$ cat src/rtl/scratchpad_controller_if.sv
// scratchpad_controller_if
//   Request/response bundle between the instruction decoder (master) and the
//   scratchpad controller (slave).
//   req_valid/req_ready  : request handshake, accepted when both are high
//   req_op               : 000 NOP, 001 LOAD, 010 STORE, 011 SWAP, 100 SETPTR, 101 CLEAR
//   req_use_ptr          : take the address from ptr instead of req_addr
//   req_addr, req_data   : explicit address / SETPTR value, and write data
//   rsp_valid, rsp_data  : one-cycle response pulse and held response data
//   ptr, busy            : current pointer value, and ~req_ready
interface scratchpad_controller_if #(
  parameter int DATA_WIDTH = 8,
  parameter int ADDR_BITS  = 4
);
  logic                  req_valid;
  logic                  req_ready;
  logic [2:0]            req_op;
  logic                  req_use_ptr;
  logic [ADDR_BITS-1:0]  req_addr;
  logic [DATA_WIDTH-1:0] req_data;
  logic                  rsp_valid;
  logic [DATA_WIDTH-1:0] rsp_data;
  logic [ADDR_BITS-1:0]  ptr;
  logic                  busy;

  modport master (
    output req_valid, req_op, req_use_ptr, req_addr, req_data,
    input  req_ready, rsp_valid, rsp_data, ptr, busy
  );

  modport slave (
    input  req_valid, req_op, req_use_ptr, req_addr, req_data,
    output req_ready, rsp_valid, rsp_data, ptr, busy
  );
endinterface

$ cat src/rtl/scratchpad_controller.sv
// scratchpad_controller
//   Single-port scratchpad RAM with a request/response front end, an
//   auto-incrementing address pointer, a two-cycle atomic swap and a
//   sequential whole-memory clear.
//   clock : rising-edge clock for all state
//   reset : synchronous, active-low
//   bus   : scratchpad_controller_if slave side (request, response, ptr, busy)
module scratchpad_controller #(
  parameter int DATA_WIDTH = 8,
  parameter int ADDR_BITS  = 4
) (
  input logic                    clock,
  input logic                    reset,
  scratchpad_controller_if.slave bus
);
  localparam int DEPTH = 2 ** ADDR_BITS;
  localparam logic [ADDR_BITS-1:0] LAST_ADDR = ADDR_BITS'(DEPTH - 1);

  localparam logic [2:0] OP_LOAD   = 3'b001;
  localparam logic [2:0] OP_STORE  = 3'b010;
  localparam logic [2:0] OP_SWAP   = 3'b011;
  localparam logic [2:0] OP_SETPTR = 3'b100;
  localparam logic [2:0] OP_CLEAR  = 3'b101;

  typedef enum logic [1:0] {IDLE, RMW, CLR} state_t;

  state_t state, state_next;

  logic [DATA_WIDTH-1:0] mem [DEPTH];

  logic [ADDR_BITS-1:0]  ptr_q;
  logic [ADDR_BITS-1:0]  clr_cnt;
  logic [ADDR_BITS-1:0]  swap_addr;
  logic [DATA_WIDTH-1:0] swap_old;
  logic [DATA_WIDTH-1:0] swap_data;
  logic                  rsp_valid_q;
  logic [DATA_WIDTH-1:0] rsp_data_q;

  logic                  ready;
  logic                  accept;
  logic                  ptr_op;
  logic [ADDR_BITS-1:0]  req_a;

  logic                  mem_we;
  logic [ADDR_BITS-1:0]  mem_waddr;
  logic [DATA_WIDTH-1:0] mem_wdata;

  assign ready  = (state == IDLE);
  assign accept = bus.req_valid && ready;
  assign req_a  = bus.req_use_ptr ? ptr_q : bus.req_addr;
  // Only memory-accessing ops advance the pointer.
  assign ptr_op = bus.req_use_ptr &&
                  ((bus.req_op == OP_LOAD) || (bus.req_op == OP_STORE) ||
                   (bus.req_op == OP_SWAP));

  assign bus.req_ready = ready;
  assign bus.busy      = ~ready;
  assign bus.rsp_valid = rsp_valid_q;
  assign bus.rsp_data  = rsp_data_q;
  assign bus.ptr       = ptr_q;

  // Next-state logic and the single RAM write port: STORE writes at accept,
  // SWAP writes one edge later from its latched copy, CLR sweeps zeros.
  always_comb begin
    state_next = state;
    mem_we     = 1'b0;
    mem_waddr  = req_a;
    mem_wdata  = bus.req_data;
    case (state)
      IDLE: begin
        if (accept) begin
          case (bus.req_op)
            OP_STORE: mem_we = 1'b1;
            OP_SWAP:  state_next = RMW;
            OP_CLEAR: state_next = CLR;
            default:  ;
          endcase
        end
      end
      RMW: begin
        mem_we     = 1'b1;
        mem_waddr  = swap_addr;
        mem_wdata  = swap_data;
        state_next = IDLE;
      end
      CLR: begin
        mem_we    = 1'b1;
        mem_waddr = clr_cnt;
        mem_wdata = '0;
        if (clr_cnt == LAST_ADDR) begin
          state_next = IDLE;
        end
      end
      default: state_next = IDLE;
    endcase
  end

  // RAM array has no reset; a reset edge suppresses any in-flight write so an
  // interrupted SWAP or CLEAR leaves untouched locations as they were.
  always_ff @(posedge clock) begin
    if (reset && mem_we) begin
      mem[mem_waddr] <= mem_wdata;
    end
  end

  // SWAP operands are captured at accept and consumed in RMW.
  always_ff @(posedge clock) begin
    if (accept && (bus.req_op == OP_SWAP)) begin
      swap_addr <= req_a;
      swap_old  <= mem[req_a];
      swap_data <= bus.req_data;
    end
  end

  // Control state, pointer, clear counter and the response register.
  always_ff @(posedge clock) begin
    if (!reset) begin
      state       <= IDLE;
      ptr_q       <= '0;
      clr_cnt     <= '0;
      rsp_valid_q <= 1'b0;
      rsp_data_q  <= '0;
    end else begin
      state       <= state_next;
      rsp_valid_q <= 1'b0;
      if (accept) begin
        case (bus.req_op)
          OP_LOAD: begin
            rsp_data_q  <= mem[req_a];
            rsp_valid_q <= 1'b1;
          end
          OP_SETPTR: ptr_q   <= bus.req_addr;
          OP_CLEAR:  clr_cnt <= '0;
          default:   ;
        endcase
        if (ptr_op) begin
          ptr_q <= ptr_q + 1'b1;
        end
      end
      if (state == RMW) begin
        rsp_data_q  <= swap_old;
        rsp_valid_q <= 1'b1;
      end
      if (state == CLR) begin
        clr_cnt <= clr_cnt + 1'b1;
        if (clr_cnt == LAST_ADDR) begin
          rsp_data_q  <= '0;
          rsp_valid_q <= 1'b1;
        end
      end
    end
  end
endmodule
$ cat src/flat_wrapper.sv
// flat-port wrapper written by rule: the top's interface ports become plain ports
module scratchpad_controller_flat 
#(
  parameter int DATA_WIDTH = 8,
  parameter int ADDR_BITS  = 4
)
  (clock, reset, bus_req_valid, bus_req_op, bus_req_use_ptr, bus_req_addr, bus_req_data, bus_req_ready, bus_rsp_valid, bus_rsp_data, bus_ptr, bus_busy);
  scratchpad_controller_if #(.DATA_WIDTH(DATA_WIDTH), .ADDR_BITS(ADDR_BITS)) bus_i ();
  input logic clock;
  input logic reset;
  input wire logic [$bits(bus_i.req_valid)-1:0] bus_req_valid;
  input wire logic [$bits(bus_i.req_op)-1:0] bus_req_op;
  input wire logic [$bits(bus_i.req_use_ptr)-1:0] bus_req_use_ptr;
  input wire logic [$bits(bus_i.req_addr)-1:0] bus_req_addr;
  input wire logic [$bits(bus_i.req_data)-1:0] bus_req_data;
  output wire logic [$bits(bus_i.req_ready)-1:0] bus_req_ready;
  output wire logic [$bits(bus_i.rsp_valid)-1:0] bus_rsp_valid;
  output wire logic [$bits(bus_i.rsp_data)-1:0] bus_rsp_data;
  output wire logic [$bits(bus_i.ptr)-1:0] bus_ptr;
  output wire logic [$bits(bus_i.busy)-1:0] bus_busy;
  assign bus_i.req_valid = bus_req_valid;
  assign bus_i.req_op = bus_req_op;
  assign bus_i.req_use_ptr = bus_req_use_ptr;
  assign bus_i.req_addr = bus_req_addr;
  assign bus_i.req_data = bus_req_data;
  assign bus_req_ready = bus_i.req_ready;
  assign bus_rsp_valid = bus_i.rsp_valid;
  assign bus_rsp_data = bus_i.rsp_data;
  assign bus_ptr = bus_i.ptr;
  assign bus_busy = bus_i.busy;
  scratchpad_controller #(.DATA_WIDTH(DATA_WIDTH), .ADDR_BITS(ADDR_BITS)) u_core (.clock(clock), .reset(reset), .bus(bus_i));
endmodule
$ cat config.mk
export PLATFORM = sky130hd
export DESIGN_NAME = scratchpad_controller_flat
export DESIGN_NICKNAME = d
export VERILOG_FILES = /design/src/rtl/scratchpad_controller_if.sv /design/src/rtl/scratchpad_controller.sv /design/src/flat_wrapper.sv
export SDC_FILE = /design/constraint.sdc
export NUM_CORES = 1
export LEC_CHECK = 0
export CORE_MARGIN = 2
export CORE_UTILIZATION = 52
export DETAILED_ROUTE_END_ITERATION = 6
export PLACE_DENSITY = 0.7
export REMOVE_ABC_BUFFERS = 1
export SLEW_MARGIN = 10
export SYNTH_ARGS = -nofsm -noshare
export SYNTH_HDL_FRONTEND = slang
export SYNTH_SLANG_ARGS = --single-unit
$ cat constraint.sdc
create_clock -name clock -period 6.6 [get_ports clock]
set_clock_uncertainty 0.1 [all_clocks]
set_input_delay 1.32 -clock clock [delete_from_list [all_inputs] [get_ports clock]]
set_output_delay 1.32 -clock clock [all_outputs]
set_load 0.01 [all_outputs]
# == After elaboration in Yosys (flattened, before gate mapping) ==
# Memory sizes are Yosys's and may differ from the RTL's.
# Index checks and enable logic that the tools add are counted.
# word_totals
regBits,39
ram_bits,128
inputBits,19
out_inout_bits,15
memories,1
# mem_list
name,words,width,read_ports,rd_clocked_by_memory_dff,wr,line_no,text
u_core.mem,16,8,1,0,1,scratchpad_controller.sv:29,logic [DATA_WIDTH-1:0] mem [DEPTH];
# classes
add_sub_neg,2
eq_ne,11
n_mux,27
bitwise,1
reduce_logical,14
# ops
op,count
$mux W8,5
$mux W4,6
$pmux W8 S2,1
$mux W1,9
$add A4 B1 Y4 const B,2
$pmux W2 S2,2
$pmux W4 S2,1
$eq A3 B2 Y1 const B,2
$eq A3 B3 Y1 const B,2
$reduce_bool A2 Y1,3
$eq A4 B4 Y1 const B,1
$logic_and A1 B1 Y1,4
$mux W2,2
$reduce_and A2 Y1,2
$eq A3 B1 Y1 const B,1
$ne A3 B3 Y1 const B,1
$reduce_and A3 Y1,1
$eq A2 B1 Y1 const B,1
$eq A2 B2 Y1 const B,1
$logic_not A2 Y1,1
$logic_or A1 B1 Y1,2
$ne A2 B1 Y1 const B,1
$ne A2 B2 Y1 const B,1
$pmux W1 S2,1
other kinds (2),2

# == Depth between registers and ports, before layout ==
# Gate-level depths: netlist of run 1.
# depth
word_depth,7
ltp_mapped,8
mapped_depth_nobuf,7

# == Worst setup path after synthesis of run 1 ==
# OpenSTA, ideal clock, no wires.
# synth_path
path_kind,input to register
from,in bus_req_use_ptr
to,mem u_core.mem[2][0] (enable)
t_arrival_ps,2642
slack_ps,3488
cell_stages,7
path_cell_list,mux2i_2 -> inv_2 -> buf_6 -> buf_2 -> nor3_1 -> a31oi_1 -> nor2_1
# synth_between
elab_chain_len,2
# synth_rtl
item,line_no,text
from (decl),flat_wrapper.sv:13,input wire logic [$bits(bus_i.req_use_ptr)-1:0] bus_req_use_ptr;
$mux W4,scratchpad_controller.sv:50,assign req_a = bus.req_use_ptr ? ptr_q : bus.req_addr;
via u_core.req_a[0],scratchpad_controller.sv:42,logic [ADDR_BITS-1:0] req_a;
$pmux W4 S2,scratchpad_controller.sv:69,case (state)
to (decl),scratchpad_controller.sv:29,
# The timed path passes the listed nets, and every way through them passes these cells.

# == Worst setup path in the final report of run 1 ==
# layout_path
from,in bus_req_use_ptr
to,"reg u_core.swap_old[4], read port of u_core.mem, data pin"
# layout_between
elab_chain_len,2
# layout_rtl
item,line_no,text
$mux W4,scratchpad_controller.sv:50,
$mem_v2 Z16 W8,n/a,
to (decl),scratchpad_controller.sv:34,logic [DATA_WIDTH-1:0] swap_old;
# No other way between the ends.
# A chain may end at the register's enable or synchronous reset.

==> impl_results.md, run 1 <==
- Status: finished clean
- Final worst path period share: 0.703
- Die ar.: roughly 14000 um2
- RSZ-0062 raised after global routing: false
- Power after layout: 2.26 mW
- R2R setup slack: between 3 and 4 ns
- Worst-Margin Slew: slightly below 0.9 ns
- Setup WS post-layout: between 1.5 and 2 ns
- Synth area leaders: edfxtp_1 (65%), mux2i_1 (9.6%), dfxtp_1 (5.5%), o22ai_1 (2.9%), a22o_1 (1.4%)
- GP Congestion: 0.817
- Final setup TNS: 0 ns
- Die width: 119 um
- # IOs: 34
- Leak pwr: around 2.6 nW
- CP Class: input port to flip-flop
- Final Hold Fails: 0
- Reg2Reg Depth: 6
- Area of the multi-input gates: roughly 1900 um2
- PwrDens: about 290 nW/um2
- Most common cell after layout, fill and taps aside: edfxtp_1
- Area delta synth->final: 15.0%
- Number of register bits inferred by synthesis: around 170
- CTS Sinks: around 170
- Routed vias: 4043
- Fmax: ~220 MHz
- Critical path startpoint category: input port
- Vias in the first global route: roughly 4100
- Synth top area share: 0.647
- Clock latency at the later pin of the worst-skew pair: 0.42 ns
- Grt ovf: 0
- Max VDD drop: roughly 0.22 mV
- Crit path time final: between 4 and 5 ns
- Largest net degree at the start of global routing: roughly 40
- Crit. End Element: flip-flop
- Sequential Area: a little under 5000 um2
- Yosys top cell by area: edfxtp_1
- Hold_buf cts: 0
- Core area: 12800 um2
- Worst EP arrival: roughly 4.7 ns
- Critical path peak fanout: 40
- Via density: between 6 and 7
- Final setup vio count: 0
- Remaining DRCs: 0
- Cts bufs inserted: 17
- First-pass GRT wire length: 22800 um
- CP required: about 6.7 ns
- Synth unique cells: 48
- Relative slew slack: 0.414
- Hold Path Cell Cnt: 2
- Worst flop-to-flop path startpoint: u_core.bus.ptr[0]$_SDFFE_PN0P_
- Clk buf depth: 2
- Htree depth: 4
- Dpl cells: about 640
- Post-CTS Setup Bufs: 0
- Synth Warn #: 0
- Synth Cell Area: a little under 7000 um2
- DRT antenna net count: 0
- 1st-iter DRT viols: between 400 and 500
- CTS-repair resized insts: 0
- Antenna violations before repair: 0
- CTS tree: yes
- Hold WC Path Type: flip-flop to flip-flop
- HPWL after DPL: roughly 9600 um
- Post-synthesis sequential area ratio: 0.702
- Max Slew Vio Count: 0
- Synth Instances: approximately 440
- Routed wire length per instance: approximately 22 um
- Most frequent cells in the layout: edfxtp_1 (148), mux2i_1 (66), clkdlybuf4s50_1 (33)
- Filler cell count: about 920
- Total track usage: 0.218
- Layout Nets: just over 500
- Routed Wire Length: 14600 um
- Final Non-Filler Cells: 669
- Reg-to-reg endpoint: u_core.swap_old[4]$_DFFE_PP_
- Antenna cell count: 0
- Min-delay src: u_core.bus.rsp_data[6]$_SDFF_PN0_
- Dpl ws: 1.59 ns
- Initial Util: 0.538
- WHS Endpoint: u_core.bus.rsp_data[6]$_SDFF_PN0_
- Clk root buf: clkbuf_16
- TritonRoute pass-1 iters: 5
- Port Buffers: 33
- Die Height: about 120 um
- Layout cell share with drive strength beyond 1: 0.0986
- Avg Cell Area, Syn: ~15 um2
- # Max-Cap Violations: 0
- CTS clk-pin slew, worst paths: around 0.060 ns
- Row Count: 41
-- through the flow --
step / utilization / hold WS, ns / cell area [um2]
after CTS: 0.619 / 0.456 / 7910
after global routing: 0.619 / 0.495 / 7910
after floorplan: - / 0.396 / 6790
final: 0.619 / 0.449 / 7910
after detailed placement: 0.576 / 0.439 / 7360
after global placement: 0.576 / 0.421 / 7360
-- routing by layer --
metal  track usage  share of wire  vias up
met4        0.0833          0.018        0
met2         0.337           0.47      146
met3        0.0580          0.061       19
met5             0              0        -
met1         0.297           0.45     2007
li1              -              -     1871
-- report_power, final --
group          internal [mW]  switching (mW)  leakage [nW]  total [mW]
sequential              1.17         0.00622          1.49        1.18
clock                  0.517           0.383         0.257       0.900
combinational         0.0703           0.107         0.844       0.177
-- final cells by class --
cell class                 count  share of cell area
sequential                   167               0.610
clock inverter                12              0.0135
tap                          172              0.0272
clock buffer                  20              0.0552
timing repair buffer          35              0.0437
multi-input combinational    253               0.245
inverter                      10             0.00491
-- critical path, cell delays in order --
cell	delay, ns
clkdlybuf4s50_1	0.80
mux2i_2	0.38
clkinv_2	0.55
buf_4	0.56
mux2i_1	0.25
o22ai_1	0.16
or4_4	0.62
-- flip-flops by register name (all words and copies together) (netlist names) --
| name | cells |
|---|---|
| u_core.mem | 128 |
| u_core.bus.rsp_data | 8 |
| u_core.swap_data | 8 |
| u_core.swap_old | 8 |
| u_core.bus.ptr | 4 |
| u_core.clr_cnt | 4 |
| u_core.swap_addr | 4 |
| u_core.state | 2 |
| u_core.bus.rsp_valid | 1 |
-- kinds of logic (layout without fill, tap and decap cells) --
logic type / after synthesis / count (layout) / share of synthesized area
AO/OA/AOI/OAI: 100 / 100 / 0.101
AND/OR/NAND/NOR: 76 / 76 / 0.0639
flip-flops: 167 / 167 / 0.702
buffers and inverters: 24 / 77 / 0.0168
multiplexers: 71 / 71 / 0.105
adder cells (fa/ha/maj): 6 / 6 / 0.0109
-- Yosys cell counts (all sizes together) --
master / count
a21o: 3
a21oi: 8
a221o: 1
a22o: 11
a22oi: 11
a2bb2oi: 1
a311oi: 2
a31oi: 4
a32oi: 2
a41o: 1
a41oi: 1
and2: 2
and3: 2
and3b: 3
buf: 8
clkbuf: 6
clkinv: 1
dfxtp: 19
edfxtp: 148
ha: 6
inv: 9
mux2: 3
mux2i: 68
nand2: 13
nand2b: 2
nand3: 3
nand3b: 2
nand4: 1
nor2: 23
nor2b: 1
nor3: 5
nor3b: 5
nor4b: 2
o211ai: 1
o21a: 1
o21ai: 12
o221a: 1
o22ai: 32
o2bb2ai: 8
or2: 1
or3: 2
or3b: 1
or4: 8
-- how the worst max path moves through the flow --
| stage | from | endpoint | slack, ns | cells after the start |
|---|---|---|---|---|
| final | bus_req_use_ptr | u_core.swap_old[4]$_DFFE_PP_ | 1.96 | 7 |
| after global placement | bus_req_use_ptr | u_core.swap_old[2]$_DFFE_PP_ | 1.74 | 7 |
| after CTS | bus_req_use_ptr | u_core.swap_old[4]$_DFFE_PP_ | 2.02 | 7 |
| after global routing | bus_req_use_ptr | u_core.bus.rsp_data[1]$_SDFF_PN0_ | 1.88 | 8 |
| after floorplan | bus_req_use_ptr | u_core.swap_old[6]$_DFFE_PP_ | 2.81 | 5 |
| after detailed placement | bus_req_use_ptr | u_core.swap_old[4]$_DFFE_PP_ | 1.59 | 7 |
No activity file was read; power rests on OpenSTA's default activity.
==> run 2: changes to the inputs <==
--- a/config.mk
+++ b/config.mk
@@ -8,7 +8,7 @@
 export CORE_MARGIN = 2
 export CORE_UTILIZATION = 52
 export DETAILED_ROUTE_END_ITERATION = 6
-export PLACE_DENSITY = 0.7
+export PLACE_DENSITY = 0.73
 export REMOVE_ABC_BUFFERS = 1
 export SLEW_MARGIN = 10
 export SYNTH_ARGS = -nofsm -noshare
==> constraint.sdc (replaced) <==
create_clock -name clock -period 3.95 [get_ports clock]
set_clock_uncertainty 0.1 [all_clocks]
set_input_delay 0.79 -clock clock [delete_from_list [all_inputs] [get_ports clock]]
set_output_delay 0.79 -clock clock [all_outputs]
set_load 0.01 [all_outputs]
==> run 2 against run 1 <==
Against the previous run:
- sequential share of layout area down 1.8 points
- flip-flop and latch count unchanged
- sequential power up 67%
- clock-buffer cell count down 1
- register-to-register slack worse by 2.5 ns
- critical path depth unchanged
- highest routed layer unchanged
- die area unchanged
- worst setup slack worse by 1.3 ns
- first-iteration DRC count up 14%
- global-route usage up 0.61 points
==> impl_results.md, run 2 (synthesis results as in run 1) <==
- Status: finished clean
- Area delta synth->final: 18.4%
- Die ar.: 14200 um2 (unchanged)
- Crit-path cells: clkdlybuf4s50_1 -> buf_4 -> mux2i_2 -> inv_2 -> o21ai_1 -> o22ai_1 -> or4_4
- WHS Endpoint: u_core.bus.rsp_data[2]$_SDFF_PN0_
- Layout Nets: 530 (+4.1%)
- Layout cell share with drive strength beyond 1: 0.135 (+0.0368)
- Reg2Reg Depth: 7 (+1)
- Critical path peak fanout: 12 (-70%)
- DRT antenna net count: 0 (unchanged)
- Grt ovf: 0 (unchanged)
- TritonRoute pass-1 iters: 6 (+1)
- Final Hold Fails: 0 (unchanged)
- CTS clk-pin slew, worst paths: 0.06 ns (about the same)
- Reg with most FFs: u_core.mem
- Clock latency at the later pin of the worst-skew pair: 0.43 ns (about the same)
- Total track usage: 0.224 (+0.00609)
- Hold WC Path Type: flip-flop to flip-flop
- Min-delay src: u_core.bus.rsp_data[2]$_SDFF_PN0_
- Hold Path Cell Cnt: 2 (unchanged)
- 1st-iter DRT viols: 477 (+14%)
- Post-CTS Setup Bufs: 0 (unchanged)
- CTS tree: yes
- Crit. End Element: flip-flop
- Critical path startpoint category: input port
- PwrDens: 487 nW/um2 (+71%)
- Largest net degree at the start of global routing: 37 (-9.8%)
- GRT met2 Usage: 0.353 (+0.0165)
- Routed wire length per instance: 21.7 um (-0.13%)
- Via density: 6.02 (-0.36%)
- Routed Wire Length: 15000 um (+2.9%)
- Final worst path period share: 0.836
- Routed vias: 4149 (+2.6%)
- Final setup vio count: 0 (unchanged)
- Clk buf depth: 2 (unchanged)
- Remaining DRCs: 0 (unchanged)
- Filler cell count: 915 (-0.76%)
- CTS Sinks: 167 (unchanged)
- M1 GR Usage: 0.302 (+0.00424)
- Met3 GRT Util: 0.0498 (-0.00814)
- Setup WS post-layout: 0.648 ns (-1.31 ns)
- Crit path max-delay family: buffers and inverters
- First-pass GRT wire length: 23300 um (+2.2%)
- Max Slew Vio Count: 0 (unchanged)
- CP required: 4.01 ns (-2.64 ns)
- Htree depth: 4 (unchanged)
- Antenna cell count: 0 (unchanged)
- Power share of the clock group: 0.425 (+0.026)
- Dpl ws: 0.346 ns (-1.24 ns)
- Most common cell after layout, fill and taps aside: edfxtp_1
- Die Height: 119 um (unchanged)
- Crit path time final: approximately 3.3 ns
- Worst-Margin Slew: 0.781 ns (-0.0946 ns)
- Antenna violations before repair: 0 (unchanged)
- R2R setup slack: 0.89 ns (-2.48 ns)
- Initial Util: 0.538 (unchanged)
- # Max-Cap Violations: 0 (unchanged)
- Fmax: roughly 300 MHz
- Crit-path slowest cell: or4_4
- Gate power share: 0.079 (about the same)
- Largest stage delay, worst path: 0.61 ns (-0.19 ns)
- Row Count: 41 (unchanged)
- Core area: 12800 um2 (unchanged)
- Reg-to-reg endpoint: u_core.mem[1][1]$_DFFE_PP_
- Seq pwr share: 0.496 (-0.026)
- CP Class: input port to flip-flop
- Net Sw Frac: 0.222 (+0.00197)
- Max VDD drop: 0.374 mV (+70%)
- Internal power: 3.09 mW (+75%)
- Leak pwr: 2.73 nW (+5.4%)
- Clk root buf: clkbuf_16
- HPWL after DPL: 9780 um (+2.0%)
- Max reg flops: 128 (unchanged)
- Worst EP arrival: 3.36 ns (-1.33 ns)
- # IOs: 34 (unchanged)
- CP bufs+invs: 3 (unchanged)
- Top Usage Layer GRT: met2
- Worst flop-to-flop path startpoint: u_core.state[0]$_SDFFE_PN0P_
- Final setup TNS: 0 ns (unchanged)
- Die width: 119 um (unchanged)
- Port Buffers: 33 (unchanged)
- Hold_buf cts: 0 (unchanged)
- GP Congestion: 0.878 (+7.5%)
- NetSw: 0.881 mW (+77%)
- Cts bufs inserted: 17 (unchanged)
- RSZ-0062 raised after global routing: false
- Relative slew slack: 0.480 (+0.0652)
- Vias in the first global route: 4063 (-0.17%)
- CTS-repair resized insts: 0 (unchanged)
- Most frequent cells in the layout: edfxtp_1 (148), mux2i_1 (66), clkdlybuf4s50_1 (33)
-- run 2: worst max-delay path by stage --
| stage | start | to | slack, ns | cells after the start |
|---|---|---|---|---|
| 2_1_floorplan | bus_req_use_ptr | u_core.swap_old[6]$_DFFE_PP_ | 0.69 | 5 |
| 3_3_place_gp | bus_req_use_ptr | u_core.swap_old[0]$_DFFE_PP_ | 0.34 | 7 |
| 3_5_place_dp | bus_req_use_ptr | u_core.swap_old[6]$_DFFE_PP_ | 0.35 | 7 |
| 4_1_cts | bus_req_use_ptr | u_core.swap_old[6]$_DFFE_PP_ | 0.73 | 7 |
| 5_1_grt | bus_req_use_ptr | u_core.swap_old[6]$_DFFE_PP_ | 0.50 | 7 |
| 6_report | bus_req_use_ptr | u_core.swap_old[6]$_DFFE_PP_ | 0.65 | 7 |
-- run 2: final cells by class --
cell class	count	area [um2]	area share
Clock buffer	19	433	0.0532
Clock inverter	12	168	0.0206
Inverter	10	38.8	0.00477
Multi-Input combinational cell	253	1930	0.237
Sequential cell	167	4820	0.593
Tap cell	172	215	0.0264
Timing Repair Buffer	56	528	0.0649
-- run 2: tightest hold or removal path, stage by stage, from the launching register on --
cell and delay, ns:
dfxtp_1 0.32, a22oi_1 0.06, o2bb2ai_1 0.12
-- run 2: per-layer routing --
layer	vias to the layer above	wire, um
li1	1912	-
met1	2064	6570
met2	153	7100
met3	20	953
met4	0	350
met5	-	0
-- run 2: power groups by stage --
stage,registers (mW),clock network (mW),logic (mW)
2_1_floorplan,2.00,0,0.183
3_3_place_gp,2.00,0,0.302
3_5_place_dp,2.01,0,0.309
4_1_cts,1.97,1.70,0.311
5_1_grt,1.97,1.78,0.336
6_report,1.97,1.69,0.314
-- run 2: per-stage QoR --
step | power (mW) | utilization | hold slack, ns | instances | instance area (um2)
final | 3.97 | 0.637 | 0.443 | 689 | 8140
after global routing | 4.09 | 0.637 | 0.486 | 689 | 8140
after CTS | 3.98 | 0.637 | 0.453 | 689 | 8140
after detailed placement | 2.31 | 0.590 | 0.439 | 658 | 7540
after global placement | 2.31 | 0.590 | 0.429 | 658 | 7540
after floorplan | 2.19 | - | 0.396 | 430 | 6790
